--- src/rtl/uart_cmd_pkg.sv ---
// Shared constants for the UART host-debug command bridge: protocol bytes,
// UART register map defaults, FSM state encoding and reply helpers.
package uart_cmd_pkg;

    localparam logic [7:0] CMD_WR  = 8'h01;
    localparam logic [7:0] CMD_RD  = 8'h02;
    localparam logic [7:0] RSP_WR  = 8'h81;
    localparam logic [7:0] RSP_RD  = 8'h82;
    localparam logic [7:0] RSP_ERR = 8'hEE;

    localparam logic [31:0] DEF_CTRL_INIT        = 32'h0000_0003;
    localparam logic [31:0] DEF_UART_CTRL_ADDR   = 32'h0000_0000;
    localparam logic [31:0] DEF_UART_STATUS_ADDR = 32'h0000_0004;
    localparam logic [31:0] DEF_UART_TXDATA_ADDR = 32'h0000_0008;
    localparam logic [31:0] DEF_UART_RXDATA_ADDR = 32'h0000_000C;
    localparam int unsigned DEF_STATUS_TXFULL_BIT  = 1;
    localparam int unsigned DEF_STATUS_RXEMPTY_BIT = 4;
    localparam int unsigned DEF_TIMEOUT_CYCLES     = 1_000_000;

    typedef enum logic [3:0] {
        ST_INIT     = 4'd0,
        ST_POLL_RX  = 4'd1,
        ST_GET_BYTE = 4'd2,
        ST_PARSE    = 4'd3,
        ST_BUS_REQ  = 4'd4,
        ST_BUS_WAIT = 4'd5,
        ST_POLL_TX  = 4'd6,
        ST_PUT_BYTE = 4'd7
    } state_e;

    function automatic logic [7:0] rsp_code(input logic [7:0] cmd);
        logic [7:0] r;
        case (cmd)
            CMD_WR:  r = RSP_WR;
            CMD_RD:  r = RSP_RD;
            default: r = RSP_ERR;
        endcase
        return r;
    endfunction

    function automatic logic [2:0] rsp_len(input logic [7:0] cmd);
        return (cmd == CMD_RD) ? 3'd5 : 3'd1;
    endfunction

    // Reply byte idx: the code first, then read data little-endian.
    function automatic logic [7:0] rsp_byte(input logic [7:0] cmd, input logic [2:0] idx,
                                            input logic [31:0] rdata);
        logic [7:0] r;
        case (idx)
            3'd0:    r = rsp_code(cmd);
            3'd1:    r = rdata[7:0];
            3'd2:    r = rdata[15:8];
            3'd3:    r = rdata[23:16];
            default: r = rdata[31:24];
        endcase
        return r;
    endfunction

endpackage

--- src/rtl/uart_cmd_bridge.sv ---
// Byte-stream command bridge: polls the UART register port for RX bytes,
// parses read/write word frames, runs them on the system bus and replies via TX.
module uart_cmd_bridge
    import uart_cmd_pkg::*;
#(
    parameter logic [31:0]  CTRL_INIT          = DEF_CTRL_INIT,
    parameter logic [31:0]  UART_CTRL_ADDR     = DEF_UART_CTRL_ADDR,
    parameter logic [31:0]  UART_STATUS_ADDR   = DEF_UART_STATUS_ADDR,
    parameter logic [31:0]  UART_TXDATA_ADDR   = DEF_UART_TXDATA_ADDR,
    parameter logic [31:0]  UART_RXDATA_ADDR   = DEF_UART_RXDATA_ADDR,
    parameter int unsigned  STATUS_TXFULL_BIT  = DEF_STATUS_TXFULL_BIT,
    parameter int unsigned  STATUS_RXEMPTY_BIT = DEF_STATUS_RXEMPTY_BIT,
    parameter int unsigned  TIMEOUT_CYCLES     = DEF_TIMEOUT_CYCLES
) (
    input  logic        clk_i,
    input  logic        rst_i,
    output logic        uart_reg_we_o,
    output logic        uart_reg_re_o,
    output logic [31:0] uart_reg_wdata_o,
    output logic [3:0]  uart_reg_be_o,
    output logic [31:0] uart_reg_addr_o,
    input  logic [31:0] uart_reg_rdata_i,
    output logic        bus_req_o,
    output logic        bus_we_o,
    output logic [31:0] bus_addr_o,
    output logic [31:0] bus_wdata_o,
    output logic [3:0]  bus_be_o,
    input  logic        bus_gnt_i,
    input  logic        bus_rvalid_i,
    input  logic [31:0] bus_rdata_i,
    output logic        busy_o
);

    localparam int unsigned TO_RAW = $clog2(TIMEOUT_CYCLES + 1);
    localparam int unsigned TO_W   = (TO_RAW > 20) ? TO_RAW : 20;
    localparam logic [TO_W-1:0] TO_LAST = TO_W'(TIMEOUT_CYCLES - 1);

    state_e            state_q, state_d;
    logic              arm_q, arm_d;
    logic              gap_q, gap_d;
    logic [3:0]        byte_cnt_q, byte_cnt_d;
    logic [2:0]        tx_cnt_q, tx_cnt_d;
    logic [7:0]        cmd_q, cmd_d;
    logic [7:0]        rx_byte_q, rx_byte_d;
    logic [31:0]       addr_q, addr_d;
    logic [31:0]       wdata_q, wdata_d;
    logic [31:0]       rdata_q, rdata_d;
    logic [TO_W-1:0]   to_cnt_q, to_cnt_d;

    logic rx_empty, tx_full;
    logic unused_bits;

    assign rx_empty    = uart_reg_rdata_i[STATUS_RXEMPTY_BIT];
    assign tx_full     = uart_reg_rdata_i[STATUS_TXFULL_BIT];
    assign unused_bits = ^{uart_reg_rdata_i, addr_q[1:0]};

    assign uart_reg_be_o = 4'hF;
    assign bus_be_o      = 4'hF;
    assign bus_req_o     = (state_q == ST_BUS_REQ);
    assign bus_we_o      = (cmd_q == CMD_WR);
    assign bus_addr_o    = {addr_q[31:2], 2'b00};
    assign bus_wdata_o   = wdata_q;
    assign busy_o        = (state_q != ST_POLL_RX) && (state_q != ST_INIT);

    always_comb begin
        state_d    = state_q;
        arm_d      = arm_q;
        gap_d      = gap_q;
        byte_cnt_d = byte_cnt_q;
        tx_cnt_d   = tx_cnt_q;
        cmd_d      = cmd_q;
        rx_byte_d  = rx_byte_q;
        addr_d     = addr_q;
        wdata_d    = wdata_q;
        rdata_d    = rdata_q;
        to_cnt_d   = to_cnt_q;

        uart_reg_we_o    = 1'b0;
        uart_reg_re_o    = 1'b0;
        uart_reg_wdata_o = '0;
        uart_reg_addr_o  = '0;

        case (state_q)
            // arm_q keeps the CTRL strobe off while reset is still asserted.
            ST_INIT: begin
                if (arm_q) begin
                    uart_reg_we_o    = 1'b1;
                    uart_reg_addr_o  = UART_CTRL_ADDR;
                    uart_reg_wdata_o = CTRL_INIT;
                    state_d          = ST_POLL_RX;
                end else begin
                    arm_d = 1'b1;
                end
            end

            ST_POLL_RX: begin
                if (byte_cnt_q != 4'd0) begin
                    if (to_cnt_q == TO_LAST) begin
                        byte_cnt_d = 4'd0;
                        to_cnt_d   = '0;
                    end else begin
                        to_cnt_d = to_cnt_q + 1'b1;
                    end
                end
                if (gap_q) begin
                    gap_d = 1'b0;
                end else begin
                    uart_reg_re_o   = 1'b1;
                    uart_reg_addr_o = UART_STATUS_ADDR;
                    if (!rx_empty) state_d = ST_GET_BYTE;
                    else           gap_d   = 1'b1;
                end
            end

            ST_GET_BYTE: begin
                uart_reg_re_o   = 1'b1;
                uart_reg_addr_o = UART_RXDATA_ADDR;
                rx_byte_d       = uart_reg_rdata_i[7:0];
                to_cnt_d        = '0;
                state_d         = ST_PARSE;
            end

            // Address and data arrive LSB first, so shift in from the top.
            ST_PARSE: begin
                state_d = ST_POLL_RX;
                if (byte_cnt_q == 4'd0) begin
                    cmd_d = rx_byte_q;
                    if (rx_byte_q == CMD_WR || rx_byte_q == CMD_RD) byte_cnt_d = 4'd1;
                    else                                            state_d    = ST_POLL_TX;
                end else if (byte_cnt_q <= 4'd4) begin
                    addr_d     = {rx_byte_q, addr_q[31:8]};
                    byte_cnt_d = byte_cnt_q + 4'd1;
                    if (byte_cnt_q == 4'd4 && cmd_q == CMD_RD) state_d = ST_BUS_REQ;
                end else begin
                    wdata_d    = {rx_byte_q, wdata_q[31:8]};
                    byte_cnt_d = byte_cnt_q + 4'd1;
                    if (byte_cnt_q == 4'd8) state_d = ST_BUS_REQ;
                end
            end

            ST_BUS_REQ: begin
                if (bus_gnt_i) begin
                    if (bus_rvalid_i) begin
                        rdata_d = bus_rdata_i;
                        state_d = ST_POLL_TX;
                    end else begin
                        state_d = ST_BUS_WAIT;
                    end
                end
            end

            ST_BUS_WAIT: begin
                if (bus_rvalid_i) begin
                    rdata_d = bus_rdata_i;
                    state_d = ST_POLL_TX;
                end
            end

            ST_POLL_TX: begin
                if (gap_q) begin
                    gap_d = 1'b0;
                end else begin
                    uart_reg_re_o   = 1'b1;
                    uart_reg_addr_o = UART_STATUS_ADDR;
                    if (!tx_full) state_d = ST_PUT_BYTE;
                    else          gap_d   = 1'b1;
                end
            end

            ST_PUT_BYTE: begin
                uart_reg_we_o    = 1'b1;
                uart_reg_addr_o  = UART_TXDATA_ADDR;
                uart_reg_wdata_o = {24'h0, rsp_byte(cmd_q, tx_cnt_q, rdata_q)};
                tx_cnt_d         = tx_cnt_q + 3'd1;
                state_d          = ST_POLL_TX;
                if (tx_cnt_q + 3'd1 == rsp_len(cmd_q)) begin
                    tx_cnt_d   = 3'd0;
                    byte_cnt_d = 4'd0;
                    state_d    = ST_POLL_RX;
                end
            end

            default: state_d = ST_INIT;
        endcase
    end

    always_ff @(posedge clk_i or posedge rst_i) begin
        if (rst_i) begin
            state_q    <= ST_INIT;
            arm_q      <= 1'b0;
            gap_q      <= 1'b0;
            byte_cnt_q <= '0;
            tx_cnt_q   <= '0;
            cmd_q      <= '0;
            rx_byte_q  <= '0;
            addr_q     <= '0;
            wdata_q    <= '0;
            rdata_q    <= '0;
            to_cnt_q   <= '0;
        end else begin
            state_q    <= state_d;
            arm_q      <= arm_d;
            gap_q      <= gap_d;
            byte_cnt_q <= byte_cnt_d;
            tx_cnt_q   <= tx_cnt_d;
            cmd_q      <= cmd_d;
            rx_byte_q  <= rx_byte_d;
            addr_q     <= addr_d;
            wdata_q    <= wdata_d;
            rdata_q    <= rdata_d;
            to_cnt_q   <= to_cnt_d;
        end
    end

endmodule
--- config.mk ---
export PLATFORM = sky130hd
export DESIGN_NAME = uart_cmd_bridge
export DESIGN_NICKNAME = d
export VERILOG_FILES = /design/src/rtl/uart_cmd_pkg.sv /design/src/rtl/uart_cmd_bridge.sv
export SDC_FILE = /design/constraint.sdc
export NUM_CORES = 1
export LEC_CHECK = 0
export ABC_AREA = 1
export BUFFER_PORTS_ARGS = -buffer_cell sky130_fd_sc_hd__clkbuf_2
export CORE_MARGIN = 2
export CORE_UTILIZATION = 45
export DETAILED_ROUTE_END_ITERATION = 10
export PLACE_DENSITY = 0.71
export REMOVE_ABC_BUFFERS = 1
export SYNTH_ARGS = -nofsm -noshare
export SYNTH_HDL_FRONTEND = slang
export SYNTH_SLANG_ARGS = --single-unit
--- constraint.sdc ---
create_clock -name clk_i -period 8.5 [get_ports clk_i]
set_clock_uncertainty 0.1 [all_clocks]
set_input_delay 1.275 -clock clk_i [delete_from_list [all_inputs] [get_ports clk_i]]
set_output_delay 1.275 -clock clk_i [all_outputs]
set_load 0.05 [all_outputs]
==> impl_metrics.env <==
export IMPL_worst_pin_slew_ps=912
export IMPL_path_clk_slew_ps=60
export IMPL_clockBufferDepth=2
export IMPL_outcome="complete, no violations"
export IMPL_final_period_utilization_pct=49.9
export IMPL_finish_instance_area_sq_mm=0.00822
export IMPL_rr_endpoint="addr_q[19]"
export IMPL_pre_cts_ws_ps=4770
export IMPL_core_sq_mm=0.0153
export IMPL_cpMaxStageDelayCell="nor2_1"
export IMPL_hold_path_end="addr_q[2]"
export IMPL_synth_cells=801
export IMPL_die_area_sq_mm=0.0167
export IMPL_grt_max_degree=101
export IMPL_worst_setup_path_start_kind="register"
export IMPL_avgSynthCellArea_sq_um=8.79
export IMPL_hold_depth=2
export IMPL_crit_arrival_ps=2870
export IMPL_synth_main_ff_cell="dfrtp_1"
export IMPL_path_max_fanout=11
export IMPL_syn_area_sq_mm=0.00704
export IMPL_synth_async_reset_ratio_pct=100
export IMPL_setup_tns_ps=0
export IMPL_setup_viol=0
export IMPL_cts_setup_buffers=0
export IMPL_grt_ovfl_total=0
export IMPL_synth_seq_area_share_pct=50.4
export IMPL_critical_path_max_stage_delay_ps=620
export IMPL_synth_fa_ha_area_share_pct=1.60
export IMPL_gp_congestion=0.836
export IMPL_cp_buffers_inverters=3
export IMPL_drive_above_1_share_pct=20.4
export IMPL_finalMaxSlewViolations=0
export IMPL_num_rows=45
export IMPL_synth_area_mux_share_pct=5.86
export IMPL_antenna_found_initial=0
export IMPL_final_nets=996
export IMPL_place_area_sq_mm=0.00757
export IMPL_htreeDepth=4
export IMPL_wirelength_mm=14.5
export IMPL_crit_required_ps=7120
export IMPL_leakagePower_nw=4.36
export IMPL_synth_top_family_by_area="simple AND/OR/NAND/NOR gates"
export IMPL_fin_ws_ps=4260
export IMPL_rsz0062_at_grt="no"
export IMPL_yosysUniqueCellTypes=38
export IMPL_path_class="reg2out"
export IMPL_syn_to_final_growth_pct=16.6
export IMPL_die_h_um=129
export IMPL_drc=0
export IMPL_grt_pass1_vias=4875
export IMPL_first_pass_iters=4
export IMPL_drv_cap=0
export IMPL_whs_ps=386
export IMPL_initial_core_util_pct=46.2
export IMPL_crit_family="simple AND/OR/NAND/NOR gates"
export IMPL_r2r_slack_ps=5990
export IMPL_final_core_util_pct=53.8
export IMPL_min_path_type="reg2reg"
export IMPL_crit_path_end_kind="output pin"
export IMPL_vdd_drop_max_v=0.000227
export IMPL_vias=5412
export IMPL_cts_resized=0
export IMPL_finalNonFillerCells=1143
export IMPL_clockRootBuffer="clkbuf_16"
export IMPL_wl_per_cell_um=12.7
export IMPL_hold_viol_final=0
export IMPL_dp_cells=1111
export IMPL_synth_edf_count=0
export IMPL_yosysWarnings=0
export IMPL_die_w_um=129
export IMPL_synth_compound_area_share_pct=9.43
export IMPL_pwr_density_cell_mw_per_mm2=365
export IMPL_fmax_ghz=0.236
export IMPL_cts_hold_buffers=0
export IMPL_yosys_register_bits=142
export IMPL_cts_buffers=17
export IMPL_crit_chain="inv_1, ha_1, inv_1, nor2_1, nor2_1, nand3_1, o21ai_0, a31oi_1, clkbuf_2"
export IMPL_drt_first_iter_violations=311
export IMPL_finalCriticalPeriod_ps=4240
export IMPL_antenna_cells=0
export IMPL_ant_nets=0
export IMPL_rr_startpoint="byte_cnt_q[0]"
export IMPL_io_buffers=120
export IMPL_clk_latency_ps=420
export IMPL_reg2regPathDepth=6
export IMPL_grt_total_usage_pct=17.9
export IMPL_synth_xor_area_share_pct=0.870
export IMPL_pin_count=209
export IMPL_clock_sinks=142
export IMPL_grt_pass1_wl_mm=23.5
export IMPL_fin_total_pwr_mw=3.00
export IMPL_cts_tree="built"
export IMPL_max_slew_margin_pct=39.1
export IMPL_viasPerCell=4.73
export IMPL_yosys_area_share_simple_pct=18.1
export IMPL_place_hpwl_mm=10.3
export IMPL_hold_start="addr_q[2]"
## power by group
group          internal (mW)  switching [mW]  total (mW)
clock network          0.505           0.300       0.805
logic                  0.289           0.899        1.19
registers              0.881           0.123        1.00
total                   1.68            1.32        3.00
## cells in the final DEF, fill, tap and decap left out, types with 2 or more instances in the layout
master | Yosys | layout
clkinvlp_4 | 0 | 2
nor2_1 | 79 | 79
nand2_1 | 146 | 146
mux2_4 | 8 | 8
buf_4 | 66 | 2
a31oi_1 | 5 | 5
inv_2 | 5 | 5
nand3b_1 | 6 | 6
nand2_2 | 4 | 4
o21ai_1 | 17 | 17
nand3_1 | 34 | 34
clkinv_4 | 0 | 4
bufinv_16 | 0 | 4
clkbuf_16 | 0 | 17
nor2_2 | 3 | 3
nand4_1 | 10 | 10
ha_1 | 9 | 9
clkbuf_2 | 0 | 120
o22ai_1 | 7 | 7
dfrtp_1 | 142 | 142
mux2_1 | 17 | 17
mux2_2 | 9 | 9
inv_1 | 91 | 90
or2_2 | 2 | 3
inv_6 | 0 | 4
o21ai_0 | 53 | 53
nor3_1 | 9 | 9
conb_1 | 2 | 64
a21oi_1 | 41 | 41
xor2_1 | 6 | 6
## worst max-delay path by stage
stage	start	end	depth (start not counted)
6_report	tx_cnt_q[1]	uart_reg_wdata_o[6]	9
5_1_grt	state_q[2]	uart_reg_wdata_o[4]	5
4_1_cts	tx_cnt_q[1]	uart_reg_wdata_o[6]	9
3_5_place_dp	tx_cnt_q[1]	uart_reg_wdata_o[6]	9
3_3_place_gp	state_q[2]	uart_reg_wdata_o[4]	5
2_1_floorplan	rst_i	addr_q[10]	1
## registers in the layout (all words and copies together), names as in the netlist
signal and flops:
byte_cnt_q 4, rdata_q 32, tx_cnt_q 3, gap_q 1
bus_wdata_o 32, cmd_q 8, rx_byte_q 8, addr_q 30
arm_q 1, state_q 3, to_cnt_q 20
## cells in the mapped netlist (all sizes together) (8+ instances only)
| cell | instances | area [sq um] |
|---|---|---|
| nand2 | 150 | 573 |
| dfrtp | 142 | 3550 |
| inv | 96 | 360 |
| nor2 | 83 | 327 |
| buf | 77 | 563 |
| o21ai | 70 | 350 |
| a21oi | 41 | 205 |
| nand3 | 36 | 198 |
| mux2 | 34 | 413 |
| nand4 | 10 | 62.6 |
| ha | 9 | 113 |
| nor3 | 9 | 45.0 |
| clkbuf | 8 | 30.0 |
## area by class of cell
class / count / area (sq um)
tap: 211 / 264
inverter: 97 / 369
sequential: 142 / 3550
timing repair buffer: 122 / 616
clock inverter: 14 / 208
fill: 1429 / 7040
clock buffer: 18 / 439
multi-input combinational: 539 / 2770
## per-layer routing
| metal | vias to the layer above | GRT usage (%) | wire (um) |
|---|---|---|---|
| met5 | - | 0 | 0 |
| met4 | 0 | 6.97 | 251 |
| met3 | 21 | 4.67 | 813 |
| met2 | 146 | 27.6 | 6650 |
| met1 | 2551 | 24.3 | 6800 |
| li1 | 2694 | - | - |
## worst register-to-register path, delay by kind of cell (launching register included)
| family | cells | cell delay [ps] |
|---|---|---|
| DFF | 1 | 410 |
| adders and majority gates | 1 | 190 |
| muxes | 1 | 620 |
| and+or+nand+nor | 1 | 730 |
| buffers and inverters | 2 | 150 |
| AOI/OAI and AO/OA | 1 | 190 |
## logic make-up (layout without fill, tap and decap cells)
kind of cell / count (synthesis) / after routing
muxes: 34 / 34
and+or+nand+nor: 298 / 298
adders and majority gates: 9 / 9
xor gates and xnor gates: 7 / 7
AOI/OAI and AO/OA: 127 / 127
DFF: 142 / 142
buffers and inverters: 182 / 251
other: 2 / 64
No activity file was read; power rests on OpenSTA's default activity.
